**src/rtl/fetch_unit_pkg.sv**
```systemverilog
// Shared definitions for the instruction-fetch stage: state encoding,
// the bubble word and the default reset address.
package fetch_unit_pkg;

  typedef enum logic [1:0] {
    FETCH   = 2'd0,
    HOLD    = 2'd1,
    DISCARD = 2'd2
  } fetch_state_t;

  localparam logic [31:0] NOP_WORD         = 32'h0000_0000;
  localparam logic [31:0] DEFAULT_RESET_PC = 32'h0000_0000;

  // Sequential successor address; wraps from 32'hFFFF_FFFC to 0.
  function automatic logic [31:0] pc_plus4(input logic [31:0] a);
    return a + 32'd4;
  endfunction

endpackage

```
**src/rtl/fetch_unit.sv**
```systemverilog
// Instruction-fetch controller: owns the PC, fetches over a variable-latency
// req/ack port, parks one instruction while IF/ID is stalled and applies
// branch/jump redirects. Presents a nop bubble whenever nothing is ready.
module fetch_unit
  import fetch_unit_pkg::*;
#(
  parameter logic [31:0] RESET_PC = DEFAULT_RESET_PC
) (
  input  logic        clk,
  input  logic        clrn,
  input  logic        stall,
  input  logic        redirect,
  input  logic [31:0] redirect_pc,
  output logic        imem_req,
  output logic [31:0] imem_addr,
  input  logic        imem_ack,
  input  logic [31:0] imem_rdata,
  output logic [31:0] out_ins,
  output logic [31:0] out_p4,
  output logic        out_valid,
  output logic [31:0] pc
);

  fetch_state_t state, state_nxt;
  logic [31:0]  tgt, tgt_nxt;
  logic [31:0]  buf_ins, buf_ins_nxt;
  logic [31:0]  buf_p4, buf_p4_nxt;
  logic [31:0]  pc_nxt;
  logic [31:0]  pc_inc;
  logic         valid_c;
  logic [31:0]  ins_c;
  logic [31:0]  p4_c;

  assign pc_inc = pc_plus4(pc);

  // The request depends only on state, never on ack, so a memory that
  // answers combinationally cannot form a loop through this block.
  assign imem_req  = clrn && (state != HOLD);
  // In DISCARD the address stays on the old pc until the outstanding ack.
  assign imem_addr = clrn ? pc : RESET_PC;
  assign out_valid = clrn && valid_c;
  assign out_ins   = (clrn && valid_c) ? ins_c : NOP_WORD;
  assign out_p4    = (clrn && valid_c) ? p4_c  : NOP_WORD;

  // State, PC, pending target and hold buffer registers.
  always_ff @(posedge clk or negedge clrn) begin
    if (!clrn) begin
      state   <= FETCH;
      pc      <= RESET_PC;
      tgt     <= 32'h0;
      buf_ins <= 32'h0;
      buf_p4  <= 32'h0;
    end else begin
      state   <= state_nxt;
      pc      <= pc_nxt;
      tgt     <= tgt_nxt;
      buf_ins <= buf_ins_nxt;
      buf_p4  <= buf_p4_nxt;
    end
  end

  // Next-state and offered-instruction logic; redirect outranks stall,
  // which outranks ack.
  always_comb begin
    state_nxt   = state;
    pc_nxt      = pc;
    tgt_nxt     = tgt;
    buf_ins_nxt = buf_ins;
    buf_p4_nxt  = buf_p4;
    valid_c     = 1'b0;
    ins_c       = NOP_WORD;
    p4_c        = NOP_WORD;
    case (state)
      FETCH: begin
        if (imem_ack) begin
          valid_c = 1'b1;
          ins_c   = imem_rdata;
          p4_c    = pc_inc;
        end
        if (redirect) begin
          if (imem_ack) begin
            pc_nxt = redirect_pc;
          end else begin
            // Request is still open: address must not move until ack.
            tgt_nxt   = redirect_pc;
            state_nxt = DISCARD;
          end
        end else if (imem_ack) begin
          pc_nxt = pc_inc;
          if (stall) begin
            buf_ins_nxt = imem_rdata;
            buf_p4_nxt  = pc_inc;
            state_nxt   = HOLD;
          end
        end
      end
      HOLD: begin
        valid_c = 1'b1;
        ins_c   = buf_ins;
        p4_c    = buf_p4;
        if (redirect) begin
          pc_nxt    = redirect_pc;
          state_nxt = FETCH;
        end else if (!stall) begin
          state_nxt = FETCH;
        end
      end
      DISCARD: begin
        if (redirect) begin
          tgt_nxt = redirect_pc;
        end
        if (imem_ack) begin
          pc_nxt    = redirect ? redirect_pc : tgt;
          state_nxt = FETCH;
        end
      end
      default: begin
        state_nxt = FETCH;
      end
    endcase
  end

endmodule

```
**config.mk**
```make
export PLATFORM = sky130hd
export DESIGN_NAME = fetch_unit
export DESIGN_NICKNAME = d
export VERILOG_FILES = /design/src/rtl/fetch_unit_pkg.sv /design/src/rtl/fetch_unit.sv
export SDC_FILE = /design/constraint.sdc
export NUM_CORES = 1
export LEC_CHECK = 0
export CAP_MARGIN = 30
export CORE_ASPECT_RATIO = 0.8
export CORE_MARGIN = 5
export CORE_UTILIZATION = 40
export DETAILED_ROUTE_END_ITERATION = 8
export GPL_ROUTABILITY_DRIVEN = 0
export GPL_TIMING_DRIVEN = 0
export HOLD_SLACK_MARGIN = 0.05
export PLACE_DENSITY = 0.71
export SETUP_SLACK_MARGIN = 0.1
export SKIP_LAST_GASP = 1
export SLEW_MARGIN = 20
export SYNTH_ARGS = -nofsm -noshare
export SYNTH_HDL_FRONTEND = slang
export SYNTH_SLANG_ARGS = --single-unit
```
**constraint.sdc**
```tcl
create_clock -name clk -period 2.7 [get_ports clk]
set_input_delay 0.27 -clock clk [delete_from_list [all_inputs] [get_ports clk]]
set_output_delay 0.27 -clock clk [all_outputs]
set_load 0.1 [all_outputs]
```
==> run metrics, run 1 <==
status=finished, violations left; Bufs on Longest Clock Path=2; first-pass GRT wire length=42.4 mm; Critical Path Sink Type=output pin; CP Launch Type=flop; initial core utilization=0.409; router iterations before antenna repair=5; CTS tree=done; final hold vios=0; initial antenna violation count=0; final cell utilization of the core=0.666; DRT antenna net count=0; DR iter-0 viols=slightly below 800; Layout Skew=about 0.0064 ns; max_slew headroom=0.310; # DRC=0; final net count=1157; Clock Pin Slew Worst Setup and Hold Paths=0.06 ns; RSZ-0062 raised after global routing=true; via count=7631; DPL Wire Length=19.7 mm; row count=45; Core ar.=roughly 19000 sq um; failing checks=setup timing; #FFs+latches synth=130; Fin Setup TNS=-0.190 ns; Post-Syn Area=7810 sq um; slew of the pin with the lowest slew margin=1.03 ns; Root Buffer=clkbuf_16; fill count=between 1000 and 1500; Mean Syn Cell Area=9.55 sq um; TritonCTS Sinks=130; H-Tree Depth=4; CP Max Fanout=8; IO Port Bufs=198; Max-cap violations=0; GRT overflow=0; fraction of registers with async set/reset=1.00; Post-Syn Nets=891; IO Pins=199; area grow syn2layout=62.9%; post-synthesis cell count=roughly 800; Synth Warn #=0; layout cells sized above 1=0.414; Worst Hold Class=input pin to flop; worst setup path class=flop to output pin; Routed Wire Length=28.5 mm; Final min period=around 2.8 ns; Die Y=approximately 130 microns; Die W=166 microns; Post-synth EDFFs=0; Critical Path AT=2.50 ns; Worst EP required=2.43 ns; fraction of the yosys area taken by sequential cells=0.417; ANT cells=0; WL/cell=~21 microns; min setup slack post-route=-0.0671 ns; Cell variety after synth=56; Final Max Slew Viols=0; largest net degree at the start of global routing=68; Final period util=1.02; Vias/cell=~5.6; Num CTS Buffers=17; vias in the first global route=7274; Max Clk Rate=approximately 360 MHz; Clock Latency Late Sink=approximately 0.43 ns; Tot GR Track Use=0.240; final setup fails=5; Top FF cell, synth=dfrtp_1; die area=roughly 22000 sq um
[stage by stage]
step	cell area, sq um	std cells	hold slack [ns]	setup WS, ns
2_1_floorplan	8440	818	-0.0256	0.0510
3_3_place_gp	10700	1274	0.460	-5.52
3_5_place_dp	10900	1280	0.261	-1.32
4_1_cts	12300	1329	0.468	-0.0678
5_1_grt	12700	1354	0.485	-0.145
6_report	12700	1354	0.483	-0.0671
[registers in the layout, summed over array words and instances (netlist names)]
name and count:
buf_ins 32, buf_p4 32, pc 32, tgt 32
state 2
[worst max-delay path, cell delays in order (launching register included)]
cell,delay (ns)
dfrtp_4,0.44
buf_4,0.12
and4_2,0.29
nand4_4,0.12
buf_12,0.18
nor4_4,0.36
xnor2_2,0.15
o21ai_4,0.20
buf_12,0.19
[metal layers]
metal	part of all wire	global-route usage	vias up
met5	0	0	-
met4	0.016	0.0563	0
met1	0.44	0.338	3726
met2	0.46	0.369	377
met3	0.091	0.0661	43
li1	-	-	3485
[placed cells by master (no fill, tap or decap), types with 9 or more instances in the layout]
cell | netlist | routed
clkbuf_1 | 39 | 22
buf_16 | 0 | 9
clkdlybuf4s50_1 | 0 | 105
a21oi_1 | 48 | 48
and2_1 | 41 | 38
nand2_1 | 87 | 84
buf_6 | 0 | 35
o21ai_1 | 15 | 9
o31ai_1 | 10 | 10
buf_12 | 0 | 31
a22oi_1 | 47 | 37
dfrtp_4 | 0 | 9
buf_8 | 0 | 9
nor2b_4 | 0 | 39
o21ai_4 | 0 | 20
a31oi_1 | 10 | 10
dfrtp_1 | 130 | 102
buf_4 | 4 | 45
dfrtp_2 | 0 | 19
mux2i_1 | 12 | 12
clkbuf_16 | 0 | 19
nand3_1 | 11 | 11
o21ai_0 | 55 | 41
buf_2 | 22 | 36
xnor2_2 | 0 | 15
mux2_2 | 79 | 79
inv_1 | 13 | 11
nor2_1 | 17 | 14
a22oi_2 | 0 | 10
[logic make-up after synthesis]
kind of cell             count (synthesis)  share of synthesized area
AO/OA/AOI/OAI                          241                      0.199
multiplexers                            91                      0.129
adder cells (fa/ha/maj)                  4                    0.00641
flip-flops                             130                      0.417
XOR/XNOR                                28                     0.0314
AND/OR/NAND/NOR                        238                      0.170
buffers and inverters                   86                     0.0468
[path summary, 6_finish.rpt]
path | cells past startpoint | slack (ns) | to | from
max reg2reg | 9 | 0.19 | pc[31]$_DFFE_PN0P_ | state[0]$_DFFE_PN0P_
max in group asynchronous | 4 | 1.73 | pc[6]$_DFFE_PN0P_ | clrn
min reg2reg | 2 | 0.48 | buf_p4[18]$_DFFE_PN0P_ | buf_p4[18]$_DFFE_PN0P_
max | 8 | -0.07 | out_p4[31] | pc[2]$_DFFE_PN0P_
min | 2 | 0.48 | buf_ins[24]$_DFFE_PN0P_ | imem_rdata[24]
min in group asynchronous | 4 | 0.57 | buf_p4[25]$_DFFE_PN0P_ | clrn
[synthesized netlist by cell type, drive strengths merged (17+ instances only)]
master  number  area, sq um
xnor2       20          175
buf         33          166
clkbuf      39          146
nor2b       44          275
a21oi       48          240
a22oi       47          353
nand2       87          327
o21ai       70          350
mux2        79          890
dfrtp      130         3250
nor2        17         63.8
and2        41          257
[layout make-up]
cell class / instances / area, sq um / area share
Tap cell: 258 / 323 / 0.0254
Multi-Input combinational cell: 602 / 5090 / 0.400
Sequential cell: 130 / 3310 / 0.260
Inverter: 14 / 52.6 / 0.00413
Buffer: 70 / 454 / 0.0357
Clock buffer: 17 / 425 / 0.0334
Timing Repair Buffer: 249 / 2850 / 0.224
Clock inverter: 14 / 213 / 0.0167
[repair_timing]
item                                   in CTS  in global routing
gates cloned                                0                  2
hold buffers                                5                  0
setup endpoints to repair                  98                 85
setup buffers                              15                 23
gates resized for setup                   671                 74
endpoints found under the hold margin      63                  0
pin swaps                                  10                 17
Power of run 1 is left out: the tool's default activity adds up to more than one toggle a clock period on the data nets, which glitch-free logic cannot reach.
==> run 2: changes to the inputs <==
SKIP_LAST_GASP = default   (was 1)
clock period = 3 ns   (was 2.7 ns; I/O delays follow)
==> run metrics, run 2 (synthesized netlist as in run 1, its figures left out) <==
Final Max Slew Viols=0; DPL Wire Length=slightly below 20 mm; ANT cells=0; Fin Setup TNS=0 ns; Vias/cell=approximately 5.6; Core ar.=roughly 19000 sq um; Root Buffer=clkbuf_16; DRT antenna net count=0; most frequent cells in the layout=dfrtp_1, clkdlybuf4s50_1, nand2_1, mux2_2, buf_4; final setup fails=0; IO Pins=199; Clock Latency Late Sink=0.43 ns; status=finished clean; Worst EP required=2.70 ns; IO Port Bufs=198; Setup WS pre-CTS=-0.983 ns; RSZ-0062 raised after global routing=true; initial antenna violation count=0; Max-cap violations=0; DR iter-0 viols=609; GRT overflow=0; Layout Skew=0.00850 ns; CTS tree=done; crit path cell chain=ha_2 > and4_1 > clkbuf_4 > nand4_4 > buf_4 > nor3_2 > xnor2_1 > o21ai_4 > buf_8; H-Tree Depth=4; Die Y=about 130 microns; Die W=166 microns; CP Max Fanout=6; CP Launch Type=flop; CP peak stage delay=0.40 ns; Critical Path AT=2.56 ns; vias in the first global route=~7200; die area=22400 sq um; router iterations before antenna repair=5; area grow syn2layout=48.5%; Max Clk Rate=around 350 MHz; min setup slack post-route=0.141 ns; Routed Wire Length=roughly 27 mm; Critical Path Sink Type=output pin; initial core utilization=0.409; max_slew headroom=0.310; final net count=approximately 1100; TritonCTS Sinks=130; layout cells sized above 1=0.348; Num CTS Buffers=17; # DRC=0; via count=7439; Worst Hold Class=input pin to asynchronous set/reset pin; final hold vios=0; largest net degree at the start of global routing=85; fill count=1660; worst setup path class=flop to output pin; first-pass GRT wire length=41.6 mm; most common cell after layout, fill and taps aside=dfrtp_1; row count=45; slew of the pin with the lowest slew margin=1.03 ns; CP max-delay cell=dfrtp_2; Final min period=between 2 and 3 ns; Bufs on Longest Clock Path=2; Tot GR Track Use=0.235; WL/cell=20.2 microns; Final period util=0.953; Clock Pin Slew Worst Setup and Hold Paths=0.06 ns
-- run 2: cell type report --
type	instances	area, sq um	share of cell area
sequential	130	3280	0.283
multi-input combinational	602	4620	0.398
tap	258	323	0.0278
inverter	14	52.6	0.00453
clock inverter	15	239	0.0206
clock buffer	17	425	0.0367
buffer	72	364	0.0314
timing repair buffer	220	2300	0.198
-- run 2: final timing paths --
| check | from | end | slack (ns) | cells past startpoint |
|---|---|---|---|---|
| setup / recovery | pc[2]$_DFFE_PN0P_ | out_p4[30] | 0.14 | 9 |
| hold / removal | clrn | pc[0]$_DFFE_PN0P_ | 0.03 | 3 |
| setup reg to reg | state[0]$_DFFE_PN0P_ | pc[10]$_DFFE_PN0P_ | 0.34 | 8 |
| hold reg to reg | buf_p4[28]$_DFFE_PN0P_ | buf_p4[28]$_DFFE_PN0P_ | 0.48 | 2 |
| max in group asynchronous | clrn | pc[2]$_DFFE_PN0P_ | 2.19 | 4 |
| min in group clk | buf_p4[28]$_DFFE_PN0P_ | buf_p4[28]$_DFFE_PN0P_ | 0.48 | 2 |
-- run 2: metal layers --
layer / track usage / share of wire
met2: 0.345 / 0.44
met5: 0 / 0
met3: 0.0735 / 0.095
met1: 0.336 / 0.45
met4: 0.0627 / 0.013
-- run 2: metrics by stage --
step,instances,utilization,hold WS [ns],instance area (sq um)
2_1_floorplan,818,-,0.00441,8160
4_1_cts,1315,0.592,0.0731,11300
3_5_place_dp,1277,0.553,0.231,10600
5_1_grt,1328,0.608,0.0805,11600
3_3_place_gp,1274,0.548,0.461,10500
6_report,1328,0.608,0.0281,11600
-- run 2: worst max-delay path: cells and delay by family (launching register included) --
kind,cells,cell delay [ns]
buffers and inverters,3,0.58
AND/OR/NAND/NOR,3,0.56
flip-flops,1,0.40
adder cells (fa/ha/maj),1,0.21
XOR/XNOR,1,0.20
AO/OA/AOI/OAI,1,0.19
-- run 2: timing repair --
action,in CTS,in global routing
pin swaps,0,6
resized for setup,506,43
endpoints found under the setup margin,98,65
endpoints found under the hold margin,46,0
setup buffers,2,12
hold buffers,4,0
Power of run 2 is left out for the same reason.
==> run 3: changes to the inputs <==
ABC_CLOCK_PERIOD_IN_PS = 3000   (was default)
==> results of run 3 <==
Final layout, timing and power as in run 2 (identical DEF).
Power of run 3 is left out for the same reason.
